## config.mk

```make
export PLATFORM = sky130hd
export DESIGN_NAME = fretboard_lanes
export DESIGN_NICKNAME = d
export VERILOG_FILES = /design/src/rtl/guitar_pkg.sv /design/src/rtl/lane_hold.sv /design/src/rtl/fretboard_lanes.sv
export SDC_FILE = /design/constraint.sdc
export NUM_CORES = 1
export LEC_CHECK = 0
export BUFFER_PORTS_ARGS = -buffer_cell sky130_fd_sc_hd__buf_2
export CORE_MARGIN = 3
export CORE_UTILIZATION = 54
export CTS_CLUSTER_SIZE = 8
export DETAILED_ROUTE_END_ITERATION = 7
export PLACE_DENSITY = 0.84
export SYNTH_ARGS = -nofsm -noshare
export SYNTH_HDL_FRONTEND = slang
export SYNTH_SLANG_ARGS = --single-unit
```

## constraint.sdc

```tcl
create_clock -name frame_clk -period 5.1 [get_ports frame_clk]
set_clock_uncertainty 0.15 [all_clocks]
set_input_delay 0.51 -clock frame_clk [delete_from_list [all_inputs] [get_ports frame_clk]]
set_output_delay 0.51 -clock frame_clk [all_outputs]
set_load 0.03 [all_outputs]
```

## src/rtl/guitar_pkg.sv

```systemverilog
// Shared constants, state type and lane geometry helper for the fretboard lane renderer.
// Latency: n/a (package only).
// Backpressure: n/a (package only).
package guitar_pkg;

    // USB HID keycodes for the control keys.
    localparam logic [7:0] KC_PAUSE  = 8'h2C;
    localparam logic [7:0] KC_FASTER = 8'h52;
    localparam logic [7:0] KC_SLOWER = 8'h51;

    // Default lane keys, lane 0 in the most significant byte (A, S, D, F, G).
    localparam logic [39:0] DEFAULT_LANE_KEYS = {8'h04, 8'h16, 8'h07, 8'h09, 8'h0A};

    typedef enum logic {
        RUN    = 1'b0,
        PAUSED = 1'b1
    } state_e;

    // Lane centres split the screen into NUM_LANES+1 equal gaps.
    function automatic logic [9:0] lane_pos(input int screen_w, input int num_lanes,
                                            input int lane);
        int pos;
        pos = (screen_w * (lane + 1)) / (num_lanes + 1);
        return 10'(pos);
    endfunction

endpackage

```

## src/rtl/lane_hold.sv

```systemverilog
// Per-lane highlight: lit while the lane key is down, then held for HOLD_FRAMES frames.
// Latency: one frame from keycode to hit_o.
// Backpressure: none; evaluates every frame.
//
// Ports: frame_clk_i (frame clock), rst_ni (async active-low reset),
//        keycode_i (current USB keycode), hit_o (registered highlight flag).
module lane_hold #(
    parameter int         HOLD_FRAMES = 4,
    parameter logic [7:0] KEY         = 8'h04
) (
    input  logic       frame_clk_i,
    input  logic       rst_ni,
    input  logic [7:0] keycode_i,
    output logic       hit_o
);

    logic       key_present;
    logic [3:0] cnt_q, cnt_d;
    logic       hit_q, hit_d;

    assign key_present = (keycode_i == KEY);

    // The flag looks at the counter before it decrements, so a release
    // yields exactly HOLD_FRAMES extra lit frames.
    always_comb begin
        cnt_d = cnt_q;
        hit_d = key_present | (cnt_q != 4'd0);
        if (key_present) begin
            cnt_d = 4'(HOLD_FRAMES);
        end else if (cnt_q != 4'd0) begin
            cnt_d = cnt_q - 4'd1;
        end
    end

    always_ff @(posedge frame_clk_i or negedge rst_ni) begin
        if (!rst_ni) begin
            cnt_q <= 4'd0;
            hit_q <= 1'b0;
        end else begin
            cnt_q <= cnt_d;
            hit_q <= hit_d;
        end
    end

    assign hit_o = hit_q;

endmodule

```

## src/rtl/fretboard_lanes.sv

```systemverilog
// Fretboard renderer control: lane geometry, scrolling fret offset, speed/pause keys, lane highlights.
// Latency: one frame from keycode to every registered output; lane_x/lane_s are constants.
// Backpressure: none; one update per frame_clk edge.
//
// Ports: frame_clk (frame clock), Reset_n (async active-low reset), keycode (USB keycode, 0 = none),
//        lane_x (packed lane centres, lane i at [10i+9:10i]), lane_s (lane half-width),
//        fret_y (fret pattern offset), lane_hit (per-lane highlight), speed (scroll step), paused.
module fretboard_lanes
    import guitar_pkg::*;
#(
    parameter int                     NUM_LANES    = 5,
    parameter int                     SCREEN_W     = 640,
    parameter int                     LANE_HALF_W  = 5,
    parameter int                     FRET_SPACING = 60,
    parameter int                     SPEED_MAX    = 7,
    parameter int                     HOLD_FRAMES  = 4,
    parameter logic [NUM_LANES*8-1:0] LANE_KEYS    = DEFAULT_LANE_KEYS,
    parameter logic [7:0]             KEY_PAUSE    = KC_PAUSE,
    parameter logic [7:0]             KEY_FASTER   = KC_FASTER,
    parameter logic [7:0]             KEY_SLOWER   = KC_SLOWER
) (
    input  logic                    frame_clk,
    input  logic                    Reset_n,
    input  logic [7:0]              keycode,
    output logic [NUM_LANES*10-1:0] lane_x,
    output logic [9:0]              lane_s,
    output logic [9:0]              fret_y,
    output logic [NUM_LANES-1:0]    lane_hit,
    output logic [3:0]              speed,
    output logic                    paused
);

    localparam logic [3:0]  SPEED_TOP = 4'(SPEED_MAX);
    localparam logic [10:0] SPACING   = 11'(FRET_SPACING);

    state_e      state_q;
    logic        paused_q;
    logic [9:0]  fret_y_q, fret_y_d;
    logic [3:0]  speed_q, speed_d;
    logic [10:0] fret_sum;

    // Edge-detect history: one bit per control key, plus an arm flag so a key
    // held through reset release is recorded as history rather than seen as a press.
    logic pause_hist_q, faster_hist_q, slower_hist_q, armed_q;
    logic pause_hit, faster_hit, slower_hit;
    logic pause_edge, faster_edge, slower_edge;

    assign pause_hit   = (keycode == KEY_PAUSE);
    assign faster_hit  = (keycode == KEY_FASTER);
    assign slower_hit  = (keycode == KEY_SLOWER);
    assign pause_edge  = armed_q & pause_hit  & ~pause_hist_q;
    assign faster_edge = armed_q & faster_hit & ~faster_hist_q;
    assign slower_edge = armed_q & slower_hit & ~slower_hist_q;

    // Sum in 11 bits so the wrap is taken before any overflow.
    always_comb begin
        fret_sum = {1'b0, fret_y_q} + {7'd0, speed_q};
        fret_y_d = fret_y_q;
        if (state_q == RUN) begin
            fret_y_d = 10'(fret_sum % SPACING);
        end
    end

    always_comb begin
        speed_d = speed_q;
        if (faster_edge && (speed_q < SPEED_TOP)) begin
            speed_d = speed_q + 4'd1;
        end else if (slower_edge && (speed_q != 4'd0)) begin
            speed_d = speed_q - 4'd1;
        end
    end

    always_ff @(posedge frame_clk or negedge Reset_n) begin
        if (!Reset_n) begin
            state_q       <= RUN;
            paused_q      <= 1'b0;
            fret_y_q      <= 10'd0;
            speed_q       <= 4'd1;
            pause_hist_q  <= 1'b0;
            faster_hist_q <= 1'b0;
            slower_hist_q <= 1'b0;
            armed_q       <= 1'b0;
        end else begin
            fret_y_q      <= fret_y_d;
            speed_q       <= speed_d;
            pause_hist_q  <= pause_hit;
            faster_hist_q <= faster_hit;
            slower_hist_q <= slower_hit;
            armed_q       <= 1'b1;
            case (state_q)
                RUN: begin
                    if (pause_edge) begin
                        state_q  <= PAUSED;
                        paused_q <= 1'b1;
                    end
                end
                PAUSED: begin
                    if (pause_edge) begin
                        state_q  <= RUN;
                        paused_q <= 1'b0;
                    end
                end
                default: begin
                    state_q  <= RUN;
                    paused_q <= 1'b0;
                end
            endcase
        end
    end

    for (genvar i = 0; i < NUM_LANES; i++) begin : g_lane
        lane_hold #(
            .HOLD_FRAMES (HOLD_FRAMES),
            .KEY         (LANE_KEYS[(NUM_LANES-1-i)*8 +: 8])
        ) u_lane_hold (
            .frame_clk_i (frame_clk),
            .rst_ni      (Reset_n),
            .keycode_i   (keycode),
            .hit_o       (lane_hit[i])
        );

        assign lane_x[10*i +: 10] = lane_pos(SCREEN_W, NUM_LANES, i);
    end

    assign lane_s = 10'(LANE_HALF_W);
    assign fret_y = fret_y_q;
    assign speed  = speed_q;
    assign paused = paused_q;

endmodule

```

==> summary by stage, run 1 <==
Status
The flow ran to the end, and the final reports show no timing, DRC or antenna violations.

Finish
At the end of the flow, the number of nets in the layout was 455. Relative to the synthesized area, the layout overhead comes to 0.668%. The final standard cell area without fillers is 3580 sq um. The ratio of cells with drive above 1 in the final layout is 0.136. The leading cell type in the layout, fill and taps excluded is sky130_fd_sc_hd__conb_1. The antenna diode instance count is 0. In the layout the commonest cells are 61 x sky130_fd_sc_hd__conb_1, 45 x sky130_fd_sc_hd__nor2_1, 44 x sky130_fd_sc_hd__dfrtp_1.

Drt
The amount of wire on met3 after detailed routing is 394 um. The detailed-router iteration count before antenna repair is 4. The via count of the routed design is 2684. The count of nets left with antenna violations after detail routing is 0. Dividing the detail-routed via count by the number of cells gives 5.36. After detailed routing, the wire length on met1 is 3.01 mm. The routed design uses 3.24 mm of met2 wire.

The routed wire length is 6.72 mm. After detailed routing, the number of remaining DRC violations is 0. After detailed routing, no signal wire sits above met4. Dividing the detail-routed wire length by the instance count gives 13.4 um. The iteration-0 DRC count of the detailed router is 130.

Yosys
In this run, synthesis inferred 0 flip-flops with an integrated enable. The async set-reset flop share out of synthesis is 1.00. The total of warnings raised by yosys is 0. The number of library cell types mapped by synthesis is 65.

For this run, the register share of the synthesized area comes to 0.317. The prevailing post-synth register cell is sky130_fd_sc_hd__dfrtp_1. The synthesized design contains 45 register bits. The gate count after technology mapping is 399.

Summing every instance area after synthesis gives around 3600 sq um. After synthesis, the mean cell area works out to 8.92 sq um.

STA
The total count of max-transition violations in the final report came to 0. Timing would allow up to about 0.22 GHz. Of the available clock period, the critical path in the final layout requires 0.889. In this run the tightest slew margin relative to its limit is 0.346. The final number of hold-violating endpoints is 0. Setup repair after global routing left no endpoint under its margin. Setup violations remaining at the end of the flow were counted as 0. The worst path in the final design needs a cycle of between 4 and 5 ns, including I/O delays and setup. The transition time of the tightest slew-check pin is 0.980 ns.

Hold is met by approximately 0.22 ns. Summed over all failing endpoints, the final setup total negative slack is 0 ns.

Worst setup path
The critical path capture point type is a register. The data required time of the critical path is 5.18 ns. The maximum fanout along the worst path is 10.

At the worst endpoint, the arrival time is ~4.6 ns. STA classifies the critical path startpoint as a register. The worst setup slack for register-to-register paths is 0.57 ns.

The kind of critical path is reg -> reg.

Global routing
The global-route usage over all layers is 0.185. The via count of the first global-routing pass is 2482. The initial antenna violation count is 0. The leftover overflow at the end of global routing is 0.

Entering global routing, the biggest net connects 46 pins. The global-route wire length before repair is 11.3 mm.

Clock tree
The H-tree generated during clock tree synthesis spans 2 levels. The root buffer cell is sky130_fd_sc_hd__clkbuf_8. After clock tree synthesis, the clock-pin slew on the worst setup and hold paths is ~0.080 ns.

The clock latency on the worst-skew pair is 0.30 ns. The number of buffers inserted for hold repair after clock tree synthesis is 0. The post-cts gate resize count is 0. The clock drives 45 sinks.

In this run the post-CTS setup repair buffer count came out at 0. TritonCTS built the clock tree. Counting along the longest clock path gives a buffer depth of 2. The CTS buffer count is 5.

Floorplan
The initial cell density of the core is 0.580. From left edge to right edge, the die measures 87.2 um. The floorplan step set the die height to slightly below 90 um. The site row count is 28. The standard cell core area is 6130 sq um. In this run the count of I/O pins placed on the die edge is 90. The die covers 7600 sq um.

Pwr
Dividing total power by cell area gives a power density of 464 nW/um^2. The worst vdd rail ir drop is 291 uV. The leakage power figure is 1.69 nW.

Place
The global placement routability congestion is ~0.90. Summing all placed instances gives a cell area of 3500 sq um. In this run the tool buffered the top-level ports with 29 buffer cells. The half-perimeter wire length after detailed placement is slightly above 5 mm.

Flow run
The tool flagged a number of max-cap violations equal to 0.

Hold path
The min-delay analysis places its worst path in the category in -> async.
-- registers in the layout, summed over array words and instances, names as in the netlist --
name and flops:
g_lane.u_lane_hold.cnt_q 20, g_lane.u_lane_hold.hit_o 5, faster_hist_q 1, armed_q 1, fret_y 10, speed 4, state_q 1, pause_hist_q 1
paused 1, slower_hist_q 1
-- through the flow --
stage	std cells	util	power (mW)	setup WS, ns
floorplan	458	-	1.32	0.740
detailed placement	493	0.571	1.45	0.607
CTS	501	0.584	1.67	0.583
global route	501	0.584	1.81	0.223
global placement	493	0.571	1.40	0.737
finish	501	0.584	1.66	0.568
-- metal layers --
metal / up-vias / global-route usage
met3: 9 / 0.0369
met1: 1267 / 0.243
met4: 0 / 0.0474
met2: 91 / 0.313
li1: 1317 / -
met5: - / 0
-- cells in the mapped netlist, types with 2 or more instances --
cell type / number / area [sq um]
sky130_fd_sc_hd__nand3_1: 9 / 45.0
sky130_fd_sc_hd__nor3b_1: 6 / 45.0
sky130_fd_sc_hd__o211ai_2: 2 / 25.0
sky130_fd_sc_hd__fa_1: 2 / 40.0
sky130_fd_sc_hd__a31oi_1: 3 / 18.8
sky130_fd_sc_hd__inv_1: 19 / 71.3
sky130_fd_sc_hd__dfrtp_1: 44 / 1100
sky130_fd_sc_hd__xnor2_1: 11 / 96.3
sky130_fd_sc_hd__o311ai_0: 2 / 17.5
sky130_fd_sc_hd__a21oi_1: 30 / 150
sky130_fd_sc_hd__o21a_1: 2 / 15.0
sky130_fd_sc_hd__or2_2: 4 / 25.0
sky130_fd_sc_hd__conb_1: 2 / 7.51
sky130_fd_sc_hd__buf_4: 65 / 488
sky130_fd_sc_hd__nand3b_1: 2 / 15.0
sky130_fd_sc_hd__o211ai_1: 2 / 15.0
sky130_fd_sc_hd__o21bai_1: 2 / 15.0
sky130_fd_sc_hd__or3_1: 8 / 50.1
sky130_fd_sc_hd__nand4_1: 2 / 12.5
sky130_fd_sc_hd__nand2b_1: 10 / 62.6
sky130_fd_sc_hd__a211o_1: 10 / 87.6
sky130_fd_sc_hd__buf_6: 2 / 22.5
sky130_fd_sc_hd__nand2_1: 14 / 52.6
sky130_fd_sc_hd__a21o_1: 2 / 15.0
sky130_fd_sc_hd__o31ai_1: 3 / 22.5
sky130_fd_sc_hd__o21ai_0: 9 / 45.0
sky130_fd_sc_hd__and3_1: 3 / 18.8
sky130_fd_sc_hd__nor4_1: 4 / 25.0
sky130_fd_sc_hd__mux2_2: 4 / 45.0
sky130_fd_sc_hd__ha_1: 18 / 225
sky130_fd_sc_hd__nor3_1: 11 / 55.1
sky130_fd_sc_hd__mux2i_1: 4 / 40.0
sky130_fd_sc_hd__nor2_1: 45 / 169
sky130_fd_sc_hd__xor2_1: 2 / 17.5
sky130_fd_sc_hd__nor2b_1: 8 / 50.1
sky130_fd_sc_hd__and2_1: 4 / 25.0
-- critical path, cell delays in order, from the launching register on --
cell,delay [ns]
sky130_fd_sc_hd__dfstp_2,0.42
sky130_fd_sc_hd__ha_1,0.24
sky130_fd_sc_hd__fa_1,0.46
sky130_fd_sc_hd__a211oi_4,0.45
sky130_fd_sc_hd__o21ai_0,0.15
sky130_fd_sc_hd__a21oi_1,0.27
sky130_fd_sc_hd__nor2b_1,0.40
sky130_fd_sc_hd__mux2_2,0.43
sky130_fd_sc_hd__or3_4,0.39
sky130_fd_sc_hd__o311ai_4,0.34
sky130_fd_sc_hd__or2_2,0.19
sky130_fd_sc_hd__nand2_2,0.07
sky130_fd_sc_hd__or3_1,0.39
sky130_fd_sc_hd__a2bb2oi_2,0.13
-- final timing paths --
kind | start | end | cells past startpoint
max | speed[0] | fret_y[3] | 13
min in group frame_clk | keycode[6] | slower_hist_q | 3
max reg2reg | speed[0] | fret_y[3] | 13
min | Reset_n | g_lane[1].u_lane_hold.hit_o | 1
min reg2reg | g_lane[4].u_lane_hold.cnt_q[1] | g_lane[4].u_lane_hold.cnt_q[1] | 2
max in group asynchronous | Reset_n | speed[1] | 1
-- where the power goes --
part	switching, mW	internal (mW)	total, mW
combinational	0.542	0.313	0.855
sequential	0.107	0.487	0.593
clock	0.119	0.0951	0.214
total	0.767	0.895	1.66
-- final cells by class --
type / instances / area (sq um)
Inverter: 19 / 71.3
Clock inverter: 2 / 10.0
Clock buffer: 6 / 72.6
Sequential cell: 45 / 1130
Fill cell: 511 / 2550
Timing Repair Buffer: 29 / 145
Multi-Input combinational cell: 325 / 2060
Tap cell: 75 / 93.8
-- cell families after synthesis --
family                     share of synthesized area
and+or+nand+nor                                0.211
muxes                                         0.0239
buffers and inverters                          0.166
DFF                                            0.317
adders and majority gates                     0.0774
other                                        0.00211
xor gates and xnor gates                      0.0397
AOI/OAI and AO/OA                              0.163
(Power assumes the default switching activity.)
==> run 2, diff against run 1 <==
--- a/config.mk
+++ b/config.mk
@@ -11,6 +11,8 @@
 export CTS_CLUSTER_SIZE = 8
 export DETAILED_ROUTE_END_ITERATION = 7
 export PLACE_DENSITY = 0.84
+export RECOVER_POWER = 100
+export SLEW_MARGIN = 20
 export SYNTH_ARGS = -nofsm -noshare
 export SYNTH_HDL_FRONTEND = slang
 export SYNTH_SLANG_ARGS = --single-unit
==> summary by stage, run 2 (synthesis gave the netlist of run 1 again) <==
Finish
The area growth from synthesis to final layout was 0.211% (was 0.668%). The post-layout net count is 457 (was 455). The ratio of cells with drive above 1 in the final layout was 0.0771 (was 0.136). The register with the most flip-flops is g_lane.u_lane_hold.cnt_q (unchanged). The antenna diode instance count was 0 (unchanged). The non-filler instance count after layout is 503 (was 501). The layout filler cell count is 522 (was 511). The register area came to 1130 sq um (unchanged).

The leading cell type in the layout, fill and taps excluded is sky130_fd_sc_hd__conb_1 (unchanged). Commonest cells after routing, fill and taps aside: 61 x sky130_fd_sc_hd__conb_1, 45 x sky130_fd_sc_hd__nor2_1, 44 x sky130_fd_sc_hd__dfrtp_1 (unchanged). The number of flip-flops under the largest register name came to 20 (unchanged). The multi-input combinational cell area is 2060 sq um (unchanged).

Place
The half-perimeter wire length after detailed placement was 5.15 mm (unchanged). The total of buffers placed on input and output ports came to 29 (unchanged). The total instance count after detailed placement is 493 (unchanged). The global placement routability congestion was 0.904 (unchanged).

The post-placement worst setup slack was 0.607 ns (unchanged).

Clock tree
The root buffer cell is sky130_fd_sc_hd__clkbuf_8 (unchanged). The post-CTS setup buffer count is 0 (unchanged). The clock latency on the worst-skew pair was 0.30 ns (about the same). The CTS buffer count is 5 (unchanged). The number of H-tree branching levels is 2 (unchanged). The count of clock tree sinks came to 45 (unchanged). The buffer levels on the longest clock path is 2 (unchanged).

The CTS tree is yes (unchanged). The clock-pin transition on the worst setup and hold timing paths came to 0.08 ns (about the same).

STA
The transition time of the tightest slew-check pin came to 1.59 ns (was 0.980 ns). The share of the clock period used by the worst path after layout is 0.901 (was 0.889). The accumulated negative setup slack is 0 ns (unchanged).

The peak clock frequency supported by timing is 0.218 GHz (was 0.221 GHz). The worst relative slew slack is -0.0622 (was 0.346). The final setup slack of the worst path is 0.506 ns (was 0.568 ns). The total count of max-transition violations in the final report is 31 (was 0).

The worst hold margin came to 0.357 ns (was 0.216 ns). Setup repair after global routing missed its margin: false (unchanged). The final number of hold-violating endpoints is 0 (unchanged). The total of endpoints with negative setup slack in the final report is 0 (unchanged).

The post-route minimum period is 4.59 ns (was 4.53 ns).

Drt
The iteration-0 DRC count of the detailed router was 154 (was 130). The via count of the routed design is 2718 (was 2684). The number of DRC violations after detailed routing is 0 (unchanged). The count of nets left with antenna violations after detail routing is 0 (unchanged). The detailed-router iteration count before antenna repair was 4 (unchanged). The ratio of routed vias to standard cells was 5.40 (was 5.36). The wire length per cell after detailed routing was 13.5 um (was 13.4 um). The routed wire length is 6.77 mm (was 6.72 mm).

Status
Run status: finished with violations (was complete, no violations). The final reports fail on capacitance limit, slew limit.

Worst setup path
The maximum fanout along the worst path came to 10 (unchanged). The kind of start point of the critical path is a register (unchanged). The largest stage delay on the critical path came to 0.46 ns (about the same). The family with the most delay on the worst path is simple AND/OR/NAND/NOR gates (unchanged). The highest-delay cell along the critical path is sky130_fd_sc_hd__dfstp_1 (was sky130_fd_sc_hd__fa_1).

The worst endpoint data arrival time was 4.68 ns (was 4.61 ns). The total buffers and inverters traversed by the critical path is 0 (unchanged). The data required time of the critical path is 5.18 ns (about the same). The critical path capture point type is a register (unchanged). The kind of critical path is reg -> reg (unchanged). Ordered cell list for the critical path: ha_1 -> fa_1 -> a211oi_4 -> o21ai_0 -> a21oi_1 -> nor2b_1 -> mux2_2 -> or3_4 -> o311ai_4 -> or2_2 -> nand2_2 -> or3_1 -> a2bb2oi_2 (unchanged).

Pwr
The sum of internal, switching and leakage power is 1.65 mW (was 1.66 mW). The total power per unit cell area came to 464 nW/um^2 (about the same). The leakage power figure is 1.61 nW (was 1.69 nW). The worst vdd rail ir drop is 292 uV (was 291 uV).

Hold path
The path type of the worst min-delay path is in -> reg (was in -> async).

Global routing
The via count of the first global-routing pass is 2482 (unchanged). The global-route wire length before repair came to 11.3 mm (unchanged). The initial antenna violation count is 0 (unchanged). The global-route usage over all layers came to 0.185 (unchanged). The leftover overflow at the end of global routing is 0 (unchanged). The maximum number of pins on one net before global-route repair is 46 (unchanged).

Floorplan
The site row count is 28 (unchanged). The top-level port count is 90 (unchanged). The initial cell density of the core is 0.580 (unchanged).

The area enclosed by the die boundary is 7600 sq um (unchanged). The vertical extent of the die was 87.2 um (unchanged). The x dimension of the die is 87.2 um (unchanged). The standard cell core area is 6130 sq um (unchanged).

Flow run
The total of max-cap violations is 1 (was 0).
[run 2: through the flow]
stage                      util  area [sq um]
after floorplan               -          3780
after global placement    0.571          3500
after detailed placement  0.571          3500
after CTS                 0.584          3580
after global routing      0.581          3560
final                     0.581          3560
[run 2: metal layers]
| metal | share of wire | vias to the layer above | global-route usage |
|---|---|---|---|
| met5 | 0 | - | 0 |
| met4 | 0.012 | 0 | 0.0474 |
| met3 | 0.062 | 9 | 0.0369 |
| met2 | 0.48 | 104 | 0.313 |
| met1 | 0.44 | 1283 | 0.243 |
| li1 | - | 1322 | - |
[run 2: final cells by class]
type | count | area share
Clock buffer | 6 | 0.0204
Clock inverter | 2 | 0.00281
Inverter | 19 | 0.0200
Multi-Input combinational cell | 325 | 0.578
Sequential cell | 45 | 0.316
Tap cell | 75 | 0.0263
Timing Repair Buffer | 31 | 0.0362
[run 2: final timing paths]
kind | slack [ns] | depth (start not counted) | end | startpoint
setup / recovery | 0.51 | 13 | fret_y[3] | speed[0]
hold / removal | 0.36 | 3 | faster_hist_q | keycode[6]
setup reg to reg | 0.51 | 13 | fret_y[3] | speed[0]
hold reg to reg | 0.40 | 2 | g_lane[4].u_lane_hold.cnt_q[1] | g_lane[4].u_lane_hold.cnt_q[1]
max in group asynchronous | 2.19 | 3 | g_lane[4].u_lane_hold.cnt_q[0] | Reset_n
min in group asynchronous | 0.66 | 2 | g_lane[1].u_lane_hold.hit_o | Reset_n
[run 2: where the power goes]
group	switching [mW]	total, mW	internal, mW
clock network	0.119	0.214	0.0951
logic	0.543	0.844	0.301
registers	0.109	0.595	0.486
total	0.771	1.65	0.882
[run 2: worst reg2reg max path, cell delays in order, from the launching register on]
cell                        delay (ns)
sky130_fd_sc_hd__dfstp_1          0.46
sky130_fd_sc_hd__ha_1             0.27
sky130_fd_sc_hd__fa_1             0.46
sky130_fd_sc_hd__a211oi_4         0.45
sky130_fd_sc_hd__o21ai_0          0.15
sky130_fd_sc_hd__a21oi_1          0.27
sky130_fd_sc_hd__nor2b_1          0.40
sky130_fd_sc_hd__mux2_2           0.43
sky130_fd_sc_hd__or3_4            0.39
sky130_fd_sc_hd__o311ai_4         0.34
sky130_fd_sc_hd__or2_2            0.19
sky130_fd_sc_hd__nand2_2          0.07
sky130_fd_sc_hd__or3_1            0.39
sky130_fd_sc_hd__a2bb2oi_2        0.13
[run 2: repair_timing]
| action | in CTS | in global routing |
|---|---|---|
| endpoints found under the hold margin | 0 | 15 |
| gates resized for setup | 0 | 0 |
| hold buffers | 0 | 1 |
